### src/rtl/data_mem_ctrl.sv
// Word-addressed data memory behind the ALU with a fixed-latency wait-state controller.
// Holds the CPU via a combinational stall until each load or store completes, then pulses done/err.
module data_mem_ctrl #(
    parameter int DEPTH_LOG2  = 8,
    parameter int WAIT_CYCLES = 2
) (
    input  logic        clk,
    input  logic        rst,
    input  logic        mem_read,
    input  logic        mem_write,
    input  logic [15:0] addr,
    input  logic [15:0] write_data,
    output logic [15:0] read_data,
    output logic        stall,
    output logic        done,
    output logic        err
);

    localparam int         DEPTH    = 1 << DEPTH_LOG2;
    localparam logic [1:0] S_IDLE   = 2'd0;
    localparam logic [1:0] S_WAIT   = 2'd1;
    localparam logic [1:0] S_DONE   = 2'd2;
    localparam bit         NO_WAIT  = (WAIT_CYCLES == 0);
    localparam logic [3:0] CNT_INIT = NO_WAIT ? 4'd0 : 4'(WAIT_CYCLES - 1);

    logic [1:0]            state_q, state_d;
    logic [3:0]            cnt_q, cnt_d;
    logic [15:0]           rdata_q, rdata_d;
    logic                  done_q, done_d;
    logic                  err_q, err_d;

    logic [DEPTH_LOG2-1:0] addr_q;
    logic [15:0]           wdata_q;
    logic                  wr_q;
    logic                  inv_q;
    logic [15:0]           mem_q [DEPTH];

    logic                  req;
    logic                  req_inv;
    logic                  acc_en;
    logic [DEPTH_LOG2-1:0] acc_addr;
    logic [15:0]           acc_data;
    logic                  acc_wr;
    logic                  acc_inv;

    assign req     = mem_read | mem_write;
    assign req_inv = (mem_read & mem_write) | ((addr >> DEPTH_LOG2) != 16'd0);

    // With no wait cycles the access happens on the request edge itself, so it uses the live inputs.
    always_comb begin
        acc_en   = 1'b0;
        acc_addr = addr_q;
        acc_data = wdata_q;
        acc_wr   = wr_q;
        acc_inv  = inv_q;
        if (state_q == S_IDLE) begin
            acc_addr = addr[DEPTH_LOG2-1:0];
            acc_data = write_data;
            acc_wr   = mem_write;
            acc_inv  = req_inv;
            acc_en   = req && NO_WAIT;
        end else if (state_q == S_WAIT) begin
            acc_en = (cnt_q == 4'd0);
        end
    end

    always_comb begin
        state_d = state_q;
        cnt_d   = cnt_q;
        rdata_d = rdata_q;
        done_d  = 1'b0;
        err_d   = 1'b0;
        case (state_q)
            S_IDLE: begin
                if (req) begin
                    if (NO_WAIT) begin
                        state_d = S_DONE;
                    end else begin
                        state_d = S_WAIT;
                        cnt_d   = CNT_INIT;
                    end
                end
            end
            S_WAIT: begin
                if (cnt_q == 4'd0) state_d = S_DONE;
                else               cnt_d   = cnt_q - 4'd1;
            end
            S_DONE:  state_d = S_IDLE;
            default: state_d = S_IDLE;
        endcase
        if (acc_en) begin
            done_d = 1'b1;
            err_d  = acc_inv;
            if (acc_inv)      rdata_d = 16'd0;
            else if (!acc_wr) rdata_d = mem_q[acc_addr];
        end
    end

    always_ff @(posedge clk or posedge rst) begin
        if (rst) begin
            state_q <= S_IDLE;
            cnt_q   <= 4'd0;
            rdata_q <= 16'd0;
            done_q  <= 1'b0;
            err_q   <= 1'b0;
        end else begin
            state_q <= state_d;
            cnt_q   <= cnt_d;
            rdata_q <= rdata_d;
            done_q  <= done_d;
            err_q   <= err_d;
        end
    end

    // Array and request latches carry no reset; a store cut off by rst is simply dropped.
    always_ff @(posedge clk) begin
        if (acc_en && acc_wr && !acc_inv && !rst) begin
            mem_q[acc_addr] <= acc_data;
        end
        if (state_q == S_IDLE && req) begin
            addr_q  <= addr[DEPTH_LOG2-1:0];
            wdata_q <= write_data;
            wr_q    <= mem_write;
            inv_q   <= req_inv;
        end
    end

    assign stall     = !rst && ((state_q == S_IDLE && req) || state_q == S_WAIT);
    assign read_data = rdata_q;
    assign done      = done_q;
    assign err       = err_q;

endmodule

### config.mk
export PLATFORM = sky130hd
export DESIGN_NAME = data_mem_ctrl
export DESIGN_NICKNAME = d
export VERILOG_FILES = /design/src/rtl/data_mem_ctrl.sv
export SDC_FILE = /design/constraint.sdc
export NUM_CORES = 2
export LEC_CHECK = 0
export ABC_CLOCK_PERIOD_IN_PS = 7400
export CAP_MARGIN = 25
export CORE_MARGIN = 5
export CORE_UTILIZATION = 30
export DETAILED_ROUTE_END_ITERATION = 16
export PLACE_DENSITY = 0.51
export SETUP_SLACK_MARGIN = 0.05
export SLEW_MARGIN = 20
export SYNTH_ARGS = -nofsm -noshare
export SYNTH_HDL_FRONTEND = slang
export SYNTH_SLANG_ARGS = --single-unit
### constraint.sdc
create_clock -name clk -period 7.4 [get_ports clk]
set_input_delay 1.48 -clock clk [delete_from_list [all_inputs] [get_ports clk]]
set_output_delay 1.48 -clock clk [all_outputs]
set_load 0.03 [all_outputs]
==> metrics.txt <==
# TYPE chip_impl_metric gauge
chip_impl_metric{name="timing.critical_path.slowest_cell_delay",unit="ns"} 1.00
chip_impl_metric{name="firstDrtPassIters",unit=""} 6
chip_impl_info{name="tritoncts",value="built"} 1
chip_impl_metric{name="yosysWarnings",unit=""} 0
chip_impl_metric{name="xor_and_xnor_area_share_after_synthesis",unit=""} 0.000116
chip_impl_metric{name="wl",unit="microns"} 492000
chip_impl_metric{name="cellPowerDensity",unit="mW/mm^2"} 380
chip_impl_metric{name="post-route-cell-area",unit="sq mm"} 0.176
chip_impl_info{name="endpoint_kind",value="register"} 1
chip_impl_metric{name="postSynthNetCount",unit=""} 8730
chip_impl_metric{name="globalRouteOverflowTotal",unit=""} 0
chip_impl_metric{name="place.port_buffers",unit=""} 54
chip_impl_metric{name="cts-resized-gates",unit=""} 0
chip_impl_metric{name="synth-async-reset-ratio",unit=""} 0.00579
chip_impl_metric{name="postLayoutCoreUtil",unit=""} 0.351
chip_impl_metric{name="fin_cells",unit=""} 16120
chip_impl_metric{name="cts.clk_slew.worst_paths",unit="ns"} 0.06
chip_impl_metric{name="fp.dieH",unit="microns"} 719
chip_impl_metric{name="min_period_over_period",unit=""} 0.779
chip_impl_info{name="synth.area.top_cells",value="sky130_fd_sc_hd__edfxtp_1, sky130_fd_sc_hd__o22ai_1, sky130_fd_sc_hd__o21ai_0"} 1
chip_impl_metric{name="power.ir.vdd_worst",unit="uV"} 379
chip_impl_metric{name="instance_area_at_placement",unit="sq mm"} 0.162
chip_impl_metric{name="headroom_to_the_max_slew_limit",unit=""} 0.156
chip_impl_metric{name="timing.critical_path.arrival",unit="ns"} 6.68
chip_impl_metric{name="min_period",unit="ns"} 5.76
chip_impl_metric{name="synthesis.area",unit="sq mm"} 0.151
chip_impl_metric{name="grt_antenna_before_repair",unit=""} 34
chip_impl_metric{name="synth_simple_gate_area_share",unit=""} 0.0137
chip_impl_metric{name="floorplan.initialDensity",unit=""} 0.301
chip_impl_metric{name="largest_net_degree_at_the_start_of_global_routing",unit=""} 190
chip_impl_metric{name="flow.area_growth_from_synthesis",unit="%"} 16.7
chip_impl_metric{name="synth_cell_type_count",unit=""} 52
chip_impl_metric{name="routabilityCongestion",unit=""} 0.829
chip_impl_metric{name="clock_tree.htree_level_count",unit=""} 5
chip_impl_info{name="synth_top_family_by_area",value="compound AO/OA/AOI/OAI gates"} 1
chip_impl_metric{name="ctsLongestPathBuffers",unit=""} 4
chip_impl_metric{name="final_max_slew_viol_count",unit=""} 0
chip_impl_metric{name="initialDrtViolationCount",unit=""} 11635
chip_impl_metric{name="critPathMaxFanout",unit=""} 35
chip_impl_metric{name="netlist_instances",unit=""} 8693
chip_impl_metric{name="design.portCount",unit=""} 55
chip_impl_metric{name="hold_viol_final",unit=""} 0
chip_impl_metric{name="avgSynthCellArea",unit="sq um"} 17.3
chip_impl_metric{name="yosysSeqAreaShare",unit=""} 0.825
chip_impl_metric{name="die_width",unit="microns"} 719
chip_impl_metric{name="cts.hold.buffers_added",unit=""} 0
chip_impl_metric{name="dp_hpwl",unit="microns"} 289000
chip_impl_metric{name="total_power",unit="W"} 0.0668
chip_impl_metric{name="place_inst",unit=""} 15325
chip_impl_metric{name="finalSetupViolations",unit=""} 0
chip_impl_metric{name="netlist.area_leader.share",unit=""} 0.821
chip_impl_metric{name="worst_skew_pair.late_latency",unit="ns"} 0.99
chip_impl_metric{name="synthesized_flop_and_latch_total",unit=""} 4146
chip_impl_metric{name="global_route.usage.total",unit=""} 0.182
chip_impl_info{name="synth_flop_cell",value="sky130_fd_sc_hd__edfxtp_1"} 1
chip_impl_metric{name="finalClockSkew",unit="ns"} 0.0787
chip_impl_info{name="synth.top_cells.by_count",value="sky130_fd_sc_hd__edfxtp_1, sky130_fd_sc_hd__o22ai_1, sky130_fd_sc_hd__o21ai_0"} 1
chip_impl_info{name="outcome",value="finished, final reports clean"} 1
chip_impl_metric{name="cts_inserted_buffers",unit=""} 424
chip_impl_metric{name="timing.critical_path.required",unit="ns"} 8.32
chip_impl_metric{name="grt_pass1_wl",unit="microns"} 684000
chip_impl_info{name="critPathLaunchType",value="primary input"} 1
chip_impl_metric{name="floorplan.die_area",unit="sq mm"} 0.517
chip_impl_metric{name="drive_above_1_share",unit=""} 0.135
chip_impl_metric{name="post_cts.repair.setup_buffers",unit=""} 0
chip_impl_metric{name="clock-sinks",unit=""} 4146
chip_impl_metric{name="tightestPinTransition",unit="ns"} 1.27
chip_impl_metric{name="post_drt_via_cell_ratio",unit=""} 5.55
chip_impl_metric{name="floorplan.core_area",unit="sq mm"} 0.501
chip_impl_info{name="timing.critical_path.cells",value="clkdlybuf4s50_1 > or4b_4 > o21a_4 > buf_12 > buf_4 > o22ai_1 > o21ai_0 > a41oi_1 > o41ai_2 > o211ai_1 > o21ai_1"} 1
chip_impl_info{name="rsz0062_at_grt",value="no"} 1
chip_impl_metric{name="vias_in_the_first_global_route",unit=""} 87596
chip_impl_metric{name="nets",unit=""} 9117
chip_impl_metric{name="floorplan.rows",unit=""} 260
chip_impl_info{name="timing.critical_path.slowest_stage_cell",value="sky130_fd_sc_hd__o41ai_2"} 1
chip_impl_info{name="setup.worst_path.class",value="in -> reg"} 1
chip_impl_metric{name="synth_mux_area_frac",unit=""} 0.000149
chip_impl_metric{name="max_freq",unit="GHz"} 0.174
chip_impl_metric{name="fin_setup_tns",unit="ns"} 0
chip_impl_metric{name="max_cap_viol_count",unit=""} 0
chip_impl_info{name="synth_area_leader_cell",value="sky130_fd_sc_hd__edfxtp_1"} 1
chip_impl_metric{name="detail-route-antenna-nets",unit=""} 0
chip_impl_metric{name="wl_per_cell",unit="microns"} 30.5
chip_impl_info{name="most_instantiated_library_cell_after_synthesis",value="sky130_fd_sc_hd__edfxtp_1"} 1
chip_impl_metric{name="remaining_drc_errors",unit=""} 0
chip_impl_metric{name="complex_gate_fraction_of_the_synthesized_area",unit=""} 0.139
chip_impl_info{name="hold_path_class",value="reg -> reg"} 1
chip_impl_metric{name="routed-via-count",unit=""} 89481
chip_impl_metric{name="power.static_leakage",unit="nW"} 52.1
chip_impl_info{name="cts-root-buf",value="sky130_fd_sc_hd__clkbuf_16"} 1
chip_impl_metric{name="edff_count_synth",unit=""} 4122
chip_impl_metric{name="adder_and_majority_gate_portion_of_the_synthesized_area",unit=""} 0.0000830
==> metal layers <==
layer	global-route usage	routed length (microns)	vias up
met3	0.0371	44400	740
met5	0	122	-
li1	-	-	37341
met4	0.0620	18000	18
met2	0.289	227000	4471
met1	0.251	202000	46911
==> registers in the layout (all words and copies together) (netlist names) <==
signal,count
addr_q,8
read_data,16
wdata_q,16
wr_q,1
cnt_q,4
err,1
done,1
state_q,2
mem_q,4096
inv_q,1
==> power breakdown <==
part / switching (W) / internal [W] / leakage (nW) / total (W)
Combinational: 0.0129 / 0.00357 / 8.04 / 0.0164
Clock: 0.00896 / 0.0120 / 6.57 / 0.0209
Sequential: 0.000203 / 0.0292 / 37.5 / 0.0294
Total: 0.0220 / 0.0448 / 52.1 / 0.0668
==> worst paths after layout <==
check / start / end / slack (ns) / cells after the start
setup / recovery: addr[1] / read_data[8] / 1.64 / 11
hold / removal: cnt_q[1] / cnt_q[1] / 0.55 / 1
setup reg to reg: state_q[0] / read_data[14] / 1.68 / 9
hold reg to reg: cnt_q[1] / cnt_q[1] / 0.55 / 1
max in group asynchronous: rst / read_data[2] / 5.61 / 3
min in group asynchronous: rst / cnt_q[0] / 1.14 / 3
==> area by class of cell <==
type,instances,area (sq um)
Clock buffer,518,11200
Antenna cell,14,35.0
Sequential cell,4146,124000
Multi-Input combinational cell,3896,23800
Fill cell,47171,325000
Inverter,10,37.5
Timing Repair Buffer,602,5750
Tap cell,6681,8360
Clock inverter,253,2330
==> cells in the final DEF, fill, tap and decap left out, drive strengths merged, types with 3 or more instances in the layout <==
master            n
a21oi            69
a22oi           128
a31oi             3
a41oi           234
and2              3
buf             548
bufinv           36
clkbuf          518
clkdlybuf4s50    54
clkinv          192
clkinvlp         16
dfrtp            24
diode            14
edfxtp         4122
inv              19
nand2            95
nand2b           15
nand3            13
nand4            10
nor2            264
nor3              7
nor4             41
o211ai            6
o21a              9
o21ai           988
o22ai          1931
o31a              4
o31ai            10
o41ai            31
or2               9
or3               6
==> critical path: cells and delay by family <==
kind / cells / cell delay (ns)
AO/OA/AOI/OAI: 7 / 3.43
buffers and inverters: 3 / 1.28
AND/OR/NAND/NOR: 1 / 0.32
==> logic make-up (layout without fill, tap and decap cells) <==
family | after synthesis | count (layout)
simple gates | 472 | 472
fa+ha+maj | 1 | 1
xor+xnor | 2 | 2
other cells | 0 | 14
flops | 4146 | 4146
buf+inv | 651 | 1383
mux | 2 | 2
compound gates | 3419 | 3419
==> per-stage QoR <==
stage | setup WS (ns) | hold slack, ns
floorplan | 1.84 | 0.504
global placement | 0.543 | 0.520
detailed placement | 0.705 | 0.534
CTS | 1.72 | 0.547
global route | 1.67 | 0.563
finish | 1.64 | 0.552
Power figures use the tool's default switching activity.
